==> src/rtl/irq_ctrl_pkg.sv <==
// Shared register map, CTRL bit positions and the priority-encode helper for irq_ctrl.
package irq_ctrl_pkg;

  localparam logic [1:0] IRQ_PEND = 2'd0;
  localparam logic [1:0] IRQ_MASK = 2'd1;
  localparam logic [1:0] IRQ_MODE = 2'd2;
  localparam logic [1:0] IRQ_CTRL = 2'd3;

  localparam int unsigned CTRL_GIE_BIT = 0;
  localparam int unsigned CTRL_ID_LSB  = 8;
  localparam int unsigned CTRL_INT_BIT = 31;

  // Index of the lowest set bit; index 0 is the highest priority.
  function automatic logic [2:0] lowest_set(input logic [7:0] v);
    logic [2:0] idx;
    idx = '0;
    for (int i = 7; i >= 0; i--) begin
      if (v[i]) idx = 3'(i);
    end
    return idx;
  endfunction

endpackage

==> src/rtl/irq_ctrl_sync.sv <==
// Multi-flop synchroniser for one event line, plus a one-clock rising-edge strobe.
module irq_sync_edge #(
  parameter int unsigned SYNC_STAGES = 2
) (
  input  logic clk,
  input  logic rst,
  input  logic din,
  output logic lvl,
  output logic rise
);

  logic [SYNC_STAGES-1:0] sync_d, sync_q;
  logic                   prev_d, prev_q;

  always_comb begin
    sync_d = {sync_q[SYNC_STAGES-2:0], din};
    prev_d = sync_q[SYNC_STAGES-1];
    lvl    = sync_q[SYNC_STAGES-1];
    rise   = sync_q[SYNC_STAGES-1] & ~prev_q;
  end

  always_ff @(posedge clk) begin
    if (rst) begin
      sync_q <= '0;
      prev_q <= 1'b0;
    end else begin
      sync_q <= sync_d;
      prev_q <= prev_d;
    end
  end

endmodule

==> src/rtl/irq_ctrl.sv <==
// Bus-mapped interrupt controller: per-source sync/latch, mask, global enable,
// registered INT and priority ID to the CPU.
module irq_ctrl
  import irq_ctrl_pkg::*;
#(
  parameter int unsigned N_SRC       = 4,
  parameter int unsigned SYNC_STAGES = 2
) (
  input  logic             clk,
  input  logic             rst,
  input  logic             sel,
  input  logic             we,
  input  logic [1:0]       addr,
  input  logic [31:0]      wdata,
  output logic [31:0]      rdata,
  input  logic [N_SRC-1:0] irq_src,
  output logic             int_o,
  output logic [2:0]       int_id
);

  logic [N_SRC-1:0] s, rise, clr, act;
  logic [N_SRC-1:0] pending_d, pending_q;
  logic [N_SRC-1:0] mask_d, mask_q;
  logic [N_SRC-1:0] mode_d, mode_q;
  logic             gie_d, gie_q;
  logic             int_o_d, int_o_q;
  logic [2:0]       int_id_d, int_id_q;
  logic             wr;
  logic             unused_wdata;

  assign unused_wdata = ^wdata;

  for (genvar k = 0; k < N_SRC; k++) begin : g_src
    irq_sync_edge #(
      .SYNC_STAGES(SYNC_STAGES)
    ) u_sync (
      .clk  (clk),
      .rst  (rst),
      .din  (irq_src[k]),
      .lvl  (s[k]),
      .rise (rise[k])
    );
  end

  always_comb begin
    wr     = we & sel;
    clr    = '0;
    mask_d = mask_q;
    mode_d = mode_q;
    gie_d  = gie_q;
    if (wr) begin
      case (addr)
        IRQ_PEND: clr    = wdata[N_SRC-1:0];
        IRQ_MASK: mask_d = wdata[N_SRC-1:0];
        IRQ_MODE: mode_d = wdata[N_SRC-1:0];
        default:  gie_d  = wdata[CTRL_GIE_BIT];
      endcase
    end
    // Edge bits: a rise in the same clock as a W1C wins, so no event is lost.
    pending_d = (mode_q & s) | (~mode_q & ((pending_q & ~clr) | rise));
    act       = pending_q & mask_q;
    int_o_d   = gie_q & (|act);
    int_id_d  = (|act) ? lowest_set(8'(act)) : int_id_q;
  end

  always_comb begin
    rdata = '0;
    if (sel) begin
      case (addr)
        IRQ_PEND: rdata[N_SRC-1:0] = pending_q;
        IRQ_MASK: rdata[N_SRC-1:0] = mask_q;
        IRQ_MODE: rdata[N_SRC-1:0] = mode_q;
        default: begin
          rdata[CTRL_GIE_BIT]         = gie_q;
          rdata[CTRL_ID_LSB +: 3]     = int_id_q;
          rdata[CTRL_INT_BIT]         = int_o_q;
        end
      endcase
    end
  end

  always_ff @(posedge clk) begin
    if (rst) begin
      pending_q <= '0;
      mask_q    <= '0;
      mode_q    <= '0;
      gie_q     <= 1'b0;
      int_o_q   <= 1'b0;
      int_id_q  <= '0;
    end else begin
      pending_q <= pending_d;
      mask_q    <= mask_d;
      mode_q    <= mode_d;
      gie_q     <= gie_d;
      int_o_q   <= int_o_d;
      int_id_q  <= int_id_d;
    end
  end

  assign int_o  = int_o_q;
  assign int_id = int_id_q;

endmodule
==> config.mk <==
export PLATFORM = sky130hd
export DESIGN_NAME = irq_ctrl
export DESIGN_NICKNAME = d
export VERILOG_FILES = /design/src/rtl/irq_ctrl_pkg.sv /design/src/rtl/irq_ctrl_sync.sv /design/src/rtl/irq_ctrl.sv
export SDC_FILE = /design/constraint.sdc
export NUM_CORES = 1
export LEC_CHECK = 0
export BUFFER_PORTS_ARGS = -buffer_cell sky130_fd_sc_hd__buf_2
export CORE_ASPECT_RATIO = 1.2
export CORE_MARGIN = 5
export CORE_UTILIZATION = 25
export DETAILED_ROUTE_END_ITERATION = 8
export GPL_TIMING_DRIVEN = 0
export PLACE_DENSITY_LB_ADDON = 0.1
export RECOVER_POWER = 50
export SYNTH_ARGS = -nofsm -noshare
export SYNTH_HDL_FRONTEND = slang
export SYNTH_HIERARCHICAL = 1
export SYNTH_SLANG_ARGS = --single-unit
==> constraint.sdc <==
create_clock -name clk -period 1.7 [get_ports clk]
set_input_delay 0.34 -clock clk [delete_from_list [all_inputs] [get_ports clk]]
set_output_delay 0.34 -clock clk [all_outputs]
set_load 0.02 [all_outputs]
==> Word-level counts from Yosys, hierarchy flattened <==
Cells that the tools add are included.
{ "word_totals": {"regBits": 29, "latchBits": 0, "ram_bits": 0, "romBits": 0, "in_bits": 42, "output_inout_bits": 36, "memories": 0} }
{ "classes": {"addsub": 0, "n_mul": 0, "div": 0, "magnitude_cmp": 0, "n_eq_ne": 2, "shift": 0, "muxes": 13, "bitwise": 19, "reduce_logical": 6} }
{ "op_table": {"columns": ["cell", "n"], "rows": [
  ["4-bit bitwise AND", 4],
  ["3-bit two-way mux", 5],
  ["4-bit two-way mux", 3],
  ["3-bit case mux with 3 select lines", 1],
  ["4-bit inverter", 2],
  ["4-bit OR", 2],
  ["1-bit bitwise AND", 6],
  ["2-bit AND reduction", 3],
  ["1-bit inverter", 5],
  ["4-bit OR reduction", 1],
  ["1-bit case mux with 3 select lines", 1],
  ["3-bit OR reduction", 1],
  ["2-bit by 1-bit == test with 1-bit output (second input constant)", 1],
  ["2-bit == test (second input constant)", 1],
  ["2-bit zero test", 1],
  ["1-bit two-way mux", 2],
  ["2-bit two-way mux", 1]
]} }

==> Longest topological paths before layout <==
Gate-level depths: netlist of run 1.
{ "logic_depth": {"ltp_word": 8, "depth_mapped": 4} }

==> Hierarchy <==
Netlist of run 1, hierarchy kept.
{ "modules_own_cells": {"columns": ["module", "instances", "cells_each", "area_each_um2"], "rows": [
  ["irq_ctrl", 1, 112, 991.0],
  ["irq_sync_edge", 4, 7, 87.6]
]} }

==> Worst setup path before layout of run 1 <==
Ideal clock, no wire load.
{ "synth_path": {"kind": "input-to-output", "start": "input port addr[0]", "end": "output port rdata[0]", "arrival_ns": 1.153, "t_required_ns": 1.360, "setup_slack_ns": 0.207, "stages": 3, "n_path_buf": 1, "path_cell_list": "buf_6 mux4_2 and2_1"} }
{ "synth_via": {"elab_chain_len": 3, "elab_cells_between_ends": 5} }
{ "synth_lines": {"columns": ["element", "line_no", "text"], "rows": [
  ["start: declaration", "irq_ctrl.sv:13", "input logic [1:0] addr,"],
  ["2-bit == test (tied with other cells)", "irq_ctrl.sv:69", "case (addr)"],
  ["1-bit case mux with 3 select lines (*)", "irq_ctrl.sv:69", null],
  ["4-bit two-way mux (*)", "irq_ctrl.sv:68", "if (sel) begin"],
  ["end: declaration", "irq_ctrl.sv:15", "output logic [31:0] rdata,"]
]} }
Every way passes the cells marked *; elsewhere a longest branch is shown, timed or not.

==> Final worst setup path of run 1 <==
{ "layout_path": {"start": "register gie_q", "end": "output port rdata[0]"} }
{ "layout_via": {"elab_chain_len": 2} }
{ "layout_lines": {"columns": ["element", "line_no", "text"], "rows": [
  ["start: declaration", "irq_ctrl.sv:25", "logic gie_d, gie_q;"],
  ["start signal: assignment", "irq_ctrl.sv:94", "gie_q <= gie_d;"],
  ["1-bit case mux with 3 select lines", "irq_ctrl.sv:69", null],
  ["4-bit two-way mux", "irq_ctrl.sv:68", null]
]} }
No other way between the ends.

==> results of run 1 <==
==> how the worst max path moves through the flow <==
stage                                  start       end  slack [ns]  cells past startpoint
after floorplan                      addr[0]  rdata[0]        0.21                      3
after global placement               addr[0]  rdata[0]        0.09                      4
after detailed placement             addr[0]  rdata[0]        0.09                      4
after CTS                 gie_q$_SDFFE_PP0P_  rdata[0]        0.02                      3
after global routing      gie_q$_SDFFE_PP0P_  rdata[0]      -0.006                      3
final                     gie_q$_SDFFE_PP0P_  rdata[0]        0.03                      3
==> logic make-up after synthesis <==
kind of cell / share of synthesized area, %
simple gates: 18.7
buf+inv: 17.7
flops: 41.8
compound gates: 10.9
mux: 10.6
other cells: 0.280
==> power by group through the flow <==
stage	clock, mW	sequential (mW)	combinational, mW
after floorplan	0	0.705	0.160
after global placement	0	0.709	0.196
after detailed placement	0	0.710	0.198
after CTS	0.545	0.694	0.206
after global routing	0.566	0.697	0.227
final	0.516	0.693	0.206
==> per-stage QoR <==
stage	cell area [µm²]	worst slack, ns	instances	power (mW)	hold slack (ns)
floorplan	1440	0.207	165	0.865	0.412
global placement	1620	0.0905	248	0.904	0.418
detailed placement	1620	0.0936	248	0.907	0.423
CTS	1730	0.0156	256	1.44	0.260
global route	1730	-0.00621	256	1.49	0.269
finish	1730	0.0313	256	1.42	0.269
==> state kept, by name, summed over array words and instances (netlist names) <==
| name | cells |
|---|---|
| int_o | 1 |
| mode_q | 4 |
| gie_q | 1 |
| g_src.u_sync/sync_q | 8 |
| pending_q | 4 |
| mask_q | 4 |
| g_src.u_sync/prev_q | 4 |
| int_id | 2 |
==> metal layers <==
metal / vias to the layer above / track usage [%] / part of all wire [%]
met3: 2 / 3.10 / 10
met1: 448 / 9.61 / 43
met5: - / 0 / 0
met2: 32 / 13.0 / 46
li1: 527 / - / -
met4: 0 / 3.06 / 0.97
==> layout make-up <==
cell class | instances | share of cell area, %
Buffer | 29 | 12.4
Clock buffer | 3 | 2.38
Clock inverter | 1 | 1.73
Inverter | 6 | 1.30
Multi-Input combinational cell | 102 | 36.9
Sequential cell | 28 | 32.7
Tap cell | 62 | 4.48
Timing Repair Buffer | 25 | 8.09
==> worst reg2reg max path, delay by kind of cell, from the launching register on <==
kind / cells / cell delay [ns]
compound gates: 3 / 0.48
flops: 1 / 0.40
==> cell usage in the layout, fill, tap and decap left out, drive strengths merged, types with 2 or more instances in the layout <==
| master | n |
|---|---|
| and2 | 4 |
| o22ai | 3 |
| inv | 6 |
| conb | 26 |
| nand2 | 5 |
| buf | 52 |
| nor2b | 16 |
| a21oi | 6 |
| o31a | 4 |
| nand4b | 2 |
| dfxtp | 28 |
| clkbuf | 5 |
| nor2 | 9 |
| a21boi | 4 |
| nand2b | 2 |
| mux2i | 12 |
==> what timing repair did <==
action | in CTS | in global routing
resized for setup | 7 | 0
buffers inserted | 4 | 0
endpoints found under the setup margin | 1 | 1
==> results by group, run 1 <==
Setup path
  • Worst r2r path cells: 3
  • Setup crit start kind: flop
  • Critical path required time: 1.36 ns
  • CP max-delay cell: mux4_2
  • Setup slack, reg-to-reg: 0.73 ns
  • Crit-path cells: mux4_2, and2_4, buf_6
  • Reg2Reg Capture Point: int_id[0]$_SDFFE_PP0P_
  • Crit-path max FO: 2
  • Slowest stage delay, CP: 0.45 ns
  • Worst Path Arrival: 1.33 ns
  • CP top delay family: multiplexers
  • Crit end category: output pin
  • Worst r2r src: pending_q[3]$_SDFF_PP0_
  • Bufs and invs on worst path: 1
  • Crit Path Class: reg2out

Finish
  • N_diodes: 0
  • Register area: 566 µm²
  • Share of cells above drive strength 1: 34.5%
  • Area added between synthesis and finish: 29.1%
  • Fin nets: 237
  • Fill cells: 544
  • Footprint of the multi-input gates: 639 µm²
  • Post-layout util: 32.9%

Power
  • Clock power share: 36.5%
  • Sw Share: 23.1%
  • PwrDens: 818 nW/µm²
  • Seq pwr share: 49.0%
  • Psw: 0.328 mW
  • Logic pwr share: 14.6%
  • Leakage Power: 0.866 nW
  • Peak supply drop: 355 µV
  • P_int: 1.09 mW

Synthesis
  • Count leader, synth: dfxtp_1
  • Biggest area contributors in the synthesized netlist: dfxtp_1, buf_4, mux2i_1
  • Mean post-synth cell area: 9.58 µm²
  • Most used DFF post-synth: dfxtp_1
  • Sequential share of the synthesized area: 41.8%
  • Synthesis-stage register bit count: 28
  • Number of flops mapped to enable cells by yosys: 0
  • Post-synth ARST share: 0%
  • Dominant cell type by area after synthesis: dfxtp_1
  • Top cells by count, synth: dfxtp_1, buf_4, mux2i_1, nor2b_1, nor2_1
  • Yosys Warn Count: 6
  • Synth cell types: 28
  • Syn Inst Count: 140
  • Netlist Area Pre-Place: 1340 µm²
  • Yosys top cell area share: 41.8%

Timing
  • Period minus WS final: 1.67 ns
  • Worst slew margin: 43.5%
  • FMAX: 599 MHz
  • Setup-failing EPs final: 0
  • Final Hold Viols: 0
  • Final setup TNS: 0 ns
  • Worst clock skew: 0.00702 ns
  • RSZ-0062 raised after global routing: true
  • Worst Max-Slew Pin Slew: 0.847 ns
  • Fin crit share: 98.2%
  • Slew Limit Fails: 0

Global routing
  • Vias in the first global route: 975
  • Initial antenna violation count: 0
  • Largest net degree at the start of global routing: 20
  • Grt total ovfl: 0
  • Global-route wire length before repair: 4680 µm
  • All-Layer GR Usage: 8.06%

CTS
  • CTS tree: done
  • CTS root buffer: clkbuf_8
  • CTS H-tree depth: 1
  • Total CTS buffers: 3
  • # hold bufs at CTS: 0
  • Clock sinks: 28
  • Clock-pin slew on the worst setup and hold paths: 0.10 ns
  • Skew-Pair Late Insertion Delay: 0.27 ns
  • Clock tree buffer depth: 2

Drt
  • 1st-iter DRT viols: 41
  • Wire length per cell: 10.9 µm
  • DRC: 0
  • DR vias: 1,009
  • Total wire length: 2790 µm
  • Routed vias/inst: 3.94
  • Router iterations before antenna repair: 4
  • Final ANT Viol Nets: 0

Floorplan
  • Site row count: 29
  • # IOs: 78
  • Die Span X: 76.9 µm
  • Die Y: 90.2 µm
  • Initial core utilization: 25.5%
  • Die ar.: 6940 µm²
  • Core area: 5260 µm²

Placed design
  • Port buffer count: 21
  • Gpl congestion: 0.732
  • Dpl hpwl: 2170 µm

Min path
  • HP Class: in2reg
  • Hold Crit Depth: 2
  • Hold endpoint: g_src[2].u_sync/sync_q[0]$_SDFF_PP0_
  • HP Start: irq_src[2]

Run status
  • Status: complete, no violations

Run
  • Max_cap viols: 0
No activity file was read; power rests on OpenSTA's default activity.
==> run 2: changes to the inputs <==
Settings changed: ABC_AREA from default to 1, CTS_BUF_LIST from default to sky130_fd_sc_hd__clkbuf_4 sky130_fd_sc_hd__clkbuf_8.
==> results by group, run 2 <==
Timing
  • Period minus WS final: 1.53 ns
  • Final setup margin: 0.171 ns
  • Fin crit share: 89.9%
  • Worst Max-Slew Pin Slew: 0.774 ns
  • Setup-failing EPs final: 0
  • Worst clock skew: 0.00975 ns
  • FMAX: 654 MHz
  • Final Hold Viols: 0
  • Slew Limit Fails: 0
  • Worst slew margin: 48.4%
  • Final setup TNS: 0 ns
  • Hold WS: 0.252 ns
  • RSZ-0062 raised after global routing: false

Setup path
  • Crit-path max FO: 8
  • Crit Path Class: in2out
  • Setup crit start kind: input pin
  • CP top delay family: simple AND/OR/NAND/NOR gates
  • CP max-delay cell: nor2_4
  • Worst Path Arrival: 1.19 ns
  • Crit-path cells: buf_2, nor2_4, nand2_1, o211ai_1, nand2_1, inv_1, buf_2
  • Critical path required time: 1.36 ns
  • Crit end category: output pin
  • Bufs and invs on worst path: 3
  • Slowest stage delay, CP: 0.23 ns

Synthesis
  • Number of flops mapped to enable cells by yosys: 0
  • Xor-xnor portion of the synthesized cell area: 0%
  • Simple-Gate Fraction of Synth Area: 24.7%
  • Biggest area contributors in the synthesized netlist: dfxtp_1, buf_4, nor2_1
  • Yosys top cell area share: 41.6%
  • Yosys Warn Count: 6
  • Synthesis-stage register bit count: 28
  • Sequential share of the synthesized area: 41.6%
  • Compound-Gate Fraction of Synth Area: 10.2%
  • Synthesized-area fraction occupied by adder cells: 0%
  • Mean post-synth cell area: 7.02 µm²
  • Post-synthesis mux area share: 0%
  • Most used DFF post-synth: dfxtp_1
  • Dominant cell type by area after synthesis: dfxtp_1
  • Top cells by count, synth: nor2_1, dfxtp_1, inv_1, nand2_1, buf_4
  • Syn Inst Count: 192
  • Count leader, synth: nor2_1
  • Synth cell types: 18
  • Post-synth ARST share: 0%
  • Netlist Area Pre-Place: 1350 µm²
  • Largest family of logic cells by synthesized area: simple AND/OR/NAND/NOR gates

Floorplan
  • Die ar.: 6960 µm²
  • Initial core utilization: 25.6%
  • Die Y: 90.4 µm
  • Site row count: 29
  • Die Span X: 77.0 µm
  • Core area: 5260 µm²
  • # IOs: 78

Finish
  • Post-layout util: 32.5%
  • Commonest non-fill, non-tap cell in the layout: nor2_1
  • Share of cells above drive strength 1: 24.6%
  • Max reg flops: 8
  • Post-route cell area: 1710 µm²
  • Fin nets: 287
  • N_diodes: 0
  • Footprint of the multi-input gates: 573 µm²
  • Area added between synthesis and finish: 26.7%
  • Most frequent cells in the layout: nor2_1, dfxtp_1, inv_1, nand2_1
  • Fill cells: 591
  • Top reg by flops: g_src.u_sync/sync_q
  • Register area: 561 µm²

Global routing
  • Vias in the first global route: 1,051
  • All-Layer GR Usage: 8.74%
  • Initial antenna violation count: 0
  • Largest net degree at the start of global routing: 17
  • Global-route wire length before repair: 4990 µm
  • Grt total ovfl: 0

Placed design
  • Dpl hpwl: 2320 µm
  • Place WS: 0.0528 ns
  • Gpl congestion: 0.749
  • Placed inst area: 1630 µm²
  • Port buffer count: 23

CTS
  • Total CTS buffers: 3
  • Clock tree buffer depth: 2
  • CTS root buffer: clkbuf_8
  • Skew-Pair Late Insertion Delay: 0.28 ns
  • CTS H-tree depth: 1
  • Clock sinks: 28
  • CTS tree: done
  • Clock-pin slew on the worst setup and hold paths: 0.10 ns

Drt
  • Final ANT Viol Nets: 0
  • WL met3: 255 µm
  • M1 WL: 1280 µm
  • DR vias: 1,122
  • Router iterations before antenna repair: 4
  • Met2 WL post-DR: 1320 µm
  • DR top layer: met4
  • Routed vias/inst: 3.67
  • 1st-iter DRT viols: 37
  • Total wire length: 2900 µm
  • Wire length per cell: 9.47 µm
  • DRC: 0

Power
  • Leakage Power: 0.874 nW
  • PwrDens: 844 nW/µm²
  • Peak supply drop: 361 µV

Run
  • Max_cap viols: 0

Min path
  • HP Class: in2reg

Run status
  • Status: complete, no violations
run 2: cell families after synthesis:
kind of cell	after synthesis
buffers and inverters	57
flip-flops	28
AO/OA/AOI/OAI	25
other	1
AND/OR/NAND/NOR	81
run 2: stage by stage:
stage | power (mW) | std cells
after CTS | 1.46 | 306
after floorplan | 0.875 | 217
after detailed placement | 0.928 | 302
after global placement | 0.928 | 302
final | 1.44 | 306
after global routing | 1.53 | 306
run 2: worst paths after layout:
check / start / to / slack (ns) / depth (start not counted)
setup reg to reg: pending_q[0]$_SDFF_PP0_ / int_id[0]$_SDFFE_PP0P_ / 0.78 / 5
hold / removal: irq_src[1] / g_src[1].u_sync/sync_q[0]$_SDFF_PP0_ / 0.25 / 3
hold reg to reg: g_src[1].u_sync/sync_q[0]$_SDFF_PP0_ / g_src[1].u_sync/sync_q[1]$_SDFF_PP0_ / 0.41 / 2
setup / recovery: addr[1] / rdata[0] / 0.17 / 7
run 2: routing by layer:
metal	GRT usage (%)	up-vias
met5	0	-
met4	3.44	0
met3	2.69	4
met2	14.2	35
met1	10.6	450
li1	-	633
run 2: tightest hold or removal path, stage by stage:
cell    delay [ns]
buf_2         0.10
inv_1         0.04
nor2_1        0.03
run 2: report_power, final:
| part | leakage (nW) | internal (mW) | switching [mW] |
|---|---|---|---|
| logic | 0.610 | 0.0823 | 0.135 |
| registers | 0.229 | 0.683 | 0.0146 |
| clock network | 0.0357 | 0.315 | 0.212 |
run 2: layout make-up:
type	instances	share of cell area, %
Clock inverter	1	1.76
Buffer	27	11.6
Multi-Input combinational cell	132	33.6
Inverter	30	6.67
Sequential cell	28	32.8
Tap cell	62	4.54
Timing Repair Buffer	23	6.59
Clock buffer	3	2.42
run 2: repair_timing:
action	CTS	global route
resized for setup	0	2
setup endpoints to repair	0	4
hold buffers	0	0
buffers inserted	0	0
==> run 3: changes to the inputs <==
Settings changed: CORE_ASPECT_RATIO 1.2 to 1.25.
Clock period 1.7 ns to 1.6 ns, I/O delays scaled along.
==> results by group, run 3 (synthesis gave the netlist of run 2 again) <==
Timing
  • Final Hold Viols: 0
  • Hold WS: 0.235 ns
  • Worst clock skew: 0.00691 ns
  • Final setup TNS: 0 ns
  • RSZ-0062 raised after global routing: false
  • Final setup margin: 0.116 ns
  • Slew Limit Fails: 0
  • FMAX: 674 MHz
  • Setup-failing EPs final: 0
  • Fin crit share: 92.8%
  • Worst Max-Slew Pin Slew: 0.749 ns
  • Worst slew margin: 50.0%
  • Period minus WS final: 1.48 ns

Global routing
  • Global-route wire length before repair: 4550 µm
  • Vias in the first global route: 1,023
  • Largest net degree at the start of global routing: 17
  • Met3 usage: 1.86%
  • GR met1 Demand/Resource: 10.4%
  • Most used routing layer: met2
  • Grt total ovfl: 0
  • Initial antenna violation count: 0
  • All-Layer GR Usage: 8.47%
  • Met2 Usage GRT: 14.1%

Setup path
  • Bufs and invs on worst path: 3
  • Worst r2r path cells: 5
  • Reg2Reg Capture Point: int_id[0]$_SDFFE_PP0P_
  • Crit path to: rdata[2]
  • Worst path depth: 5
  • Worst r2r src: pending_q[2]$_SDFF_PP0_
  • Crit-path max FO: 3
  • Worst Path Arrival: 1.16 ns
  • Setup crit start kind: flop
  • Crit end category: output pin
  • CP max-delay cell: dfxtp_1
  • Setup slack, reg-to-reg: 0.70 ns
  • CP startpoint: mode_q[2]$_SDFFE_PP0P_
  • Crit Path Class: reg2out
  • Slowest stage delay, CP: 0.36 ns
  • CP top delay family: flip-flops
  • Crit-path cells: inv_1, o211ai_1, nand2_1, inv_1, buf_2
  • Critical path required time: 1.28 ns
  • Most used cell, CP: inv_1

Finish
  • Final std cells w/o fill: 308
  • Fill cells: 594
  • Fin nets: 287
  • Post-route cell area: 1720 µm²
  • Register area: 562 µm²
  • Area added between synthesis and finish: 27.7%
  • N_diodes: 0
  • Footprint of the multi-input gates: 578 µm²
  • Commonest non-fill, non-tap cell in the layout: nor2_1
  • Top reg by flops: g_src.u_sync/sync_q
  • Post-layout util: 32.3%
  • Share of cells above drive strength 1: 25.8%
  • Max reg flops: 8
  • Most frequent cells in the layout: nor2_1, nand2_1, buf_4, dfxtp_1

Run
  • Max_cap viols: 0

CTS
  • CTS root buffer: clkbuf_8
  • Clock tree buffer depth: 2
  • Clock sinks: 28
  • Clock-pin slew on the worst setup and hold paths: 0.10 ns
  • Post-CTS setup repair buffer count: 0
  • CTS H-tree depth: 1
  • Skew-Pair Late Insertion Delay: 0.27 ns
  • CTS tree: done
  • Total CTS buffers: 3

Min path
  • HP Class: in2reg

Floorplan
  • Core area: 5330 µm²
  • Site row count: 30
  • Die ar.: 6970 µm²
  • Initial core utilization: 25.3%
  • Die Y: 92.1 µm
  • # IOs: 78
  • Die Span X: 75.7 µm

Drt
  • Routed vias/inst: 3.63
  • Wire length per cell: 9.19 µm
  • Router iterations before antenna repair: 4
  • 1st-iter DRT viols: 32
  • DRC: 0
  • Total wire length: 2830 µm
  • DR vias: 1,119
  • Final ANT Viol Nets: 0

Placed design
  • Gpl congestion: 0.709
  • Placed inst area: 1640 µm²
  • Place WS: 0.0266 ns
  • Port buffer count: 23
  • Dpl cells: 304
  • Dpl hpwl: 2320 µm

Power
  • Peak supply drop: 329 µV
  • Tot Pwr: 1.53 mW
  • Leakage Power: 0.879 nW
  • PwrDens: 891 nW/µm²

Run status
  • Status: complete, no violations
==> run 3: layout make-up <==
cell class | count | share of cell area [%]
Buffer | 27 | 11.6
Multi-Input combinational cell | 132 | 33.6
Timing Repair Buffer | 23 | 6.76
Clock buffer | 3 | 2.40
Tap cell | 64 | 4.65
Inverter | 30 | 6.62
Clock inverter | 1 | 1.75
Sequential cell | 28 | 32.7
==> run 3: metal layers <==
layer	wire length [µm]	share of wire, %
met5	0	0
met4	25	0.88
met3	244	8.6
met2	1300	46
met1	1260	45
==> run 3: timing repair <==
| item | 4_1_cts | 5_1_grt |
|---|---|---|
| setup endpoints to repair | 0 | 4 |
| endpoints found under the hold margin | 0 | 0 |
| resized for setup | 0 | 5 |
| hold buffers | 0 | 0 |
==> run 3: worst min-delay path: stages <==
cell    delay (ns)
buf_2         0.09
inv_1         0.04
nor2_1        0.03
==> run 3: how the worst min path moves through the flow <==
stage	start	to	slack, ns	depth (start not counted)
global placement	g_src[2].u_sync/sync_q[0]$_SDFF_PP0_	g_src[2].u_sync/sync_q[1]$_SDFF_PP0_	0.39	2
floorplan	g_src[0].u_sync/sync_q[0]$_SDFF_PP0_	g_src[0].u_sync/sync_q[1]$_SDFF_PP0_	0.39	2
global route	irq_src[0]	g_src[0].u_sync/sync_q[0]$_SDFF_PP0_	0.23	3
CTS	irq_src[1]	g_src[1].u_sync/sync_q[0]$_SDFF_PP0_	0.23	3
finish	irq_src[1]	g_src[1].u_sync/sync_q[0]$_SDFF_PP0_	0.24	3
detailed placement	g_src[1].u_sync/sync_q[0]$_SDFF_PP0_	g_src[1].u_sync/sync_q[1]$_SDFF_PP0_	0.39	2
==> run 3: power breakdown <==
group	switching, mW	internal, mW
Clock	0.226	0.335
Sequential	0.0159	0.726
Combinational	0.143	0.0883
Total	0.385	1.15
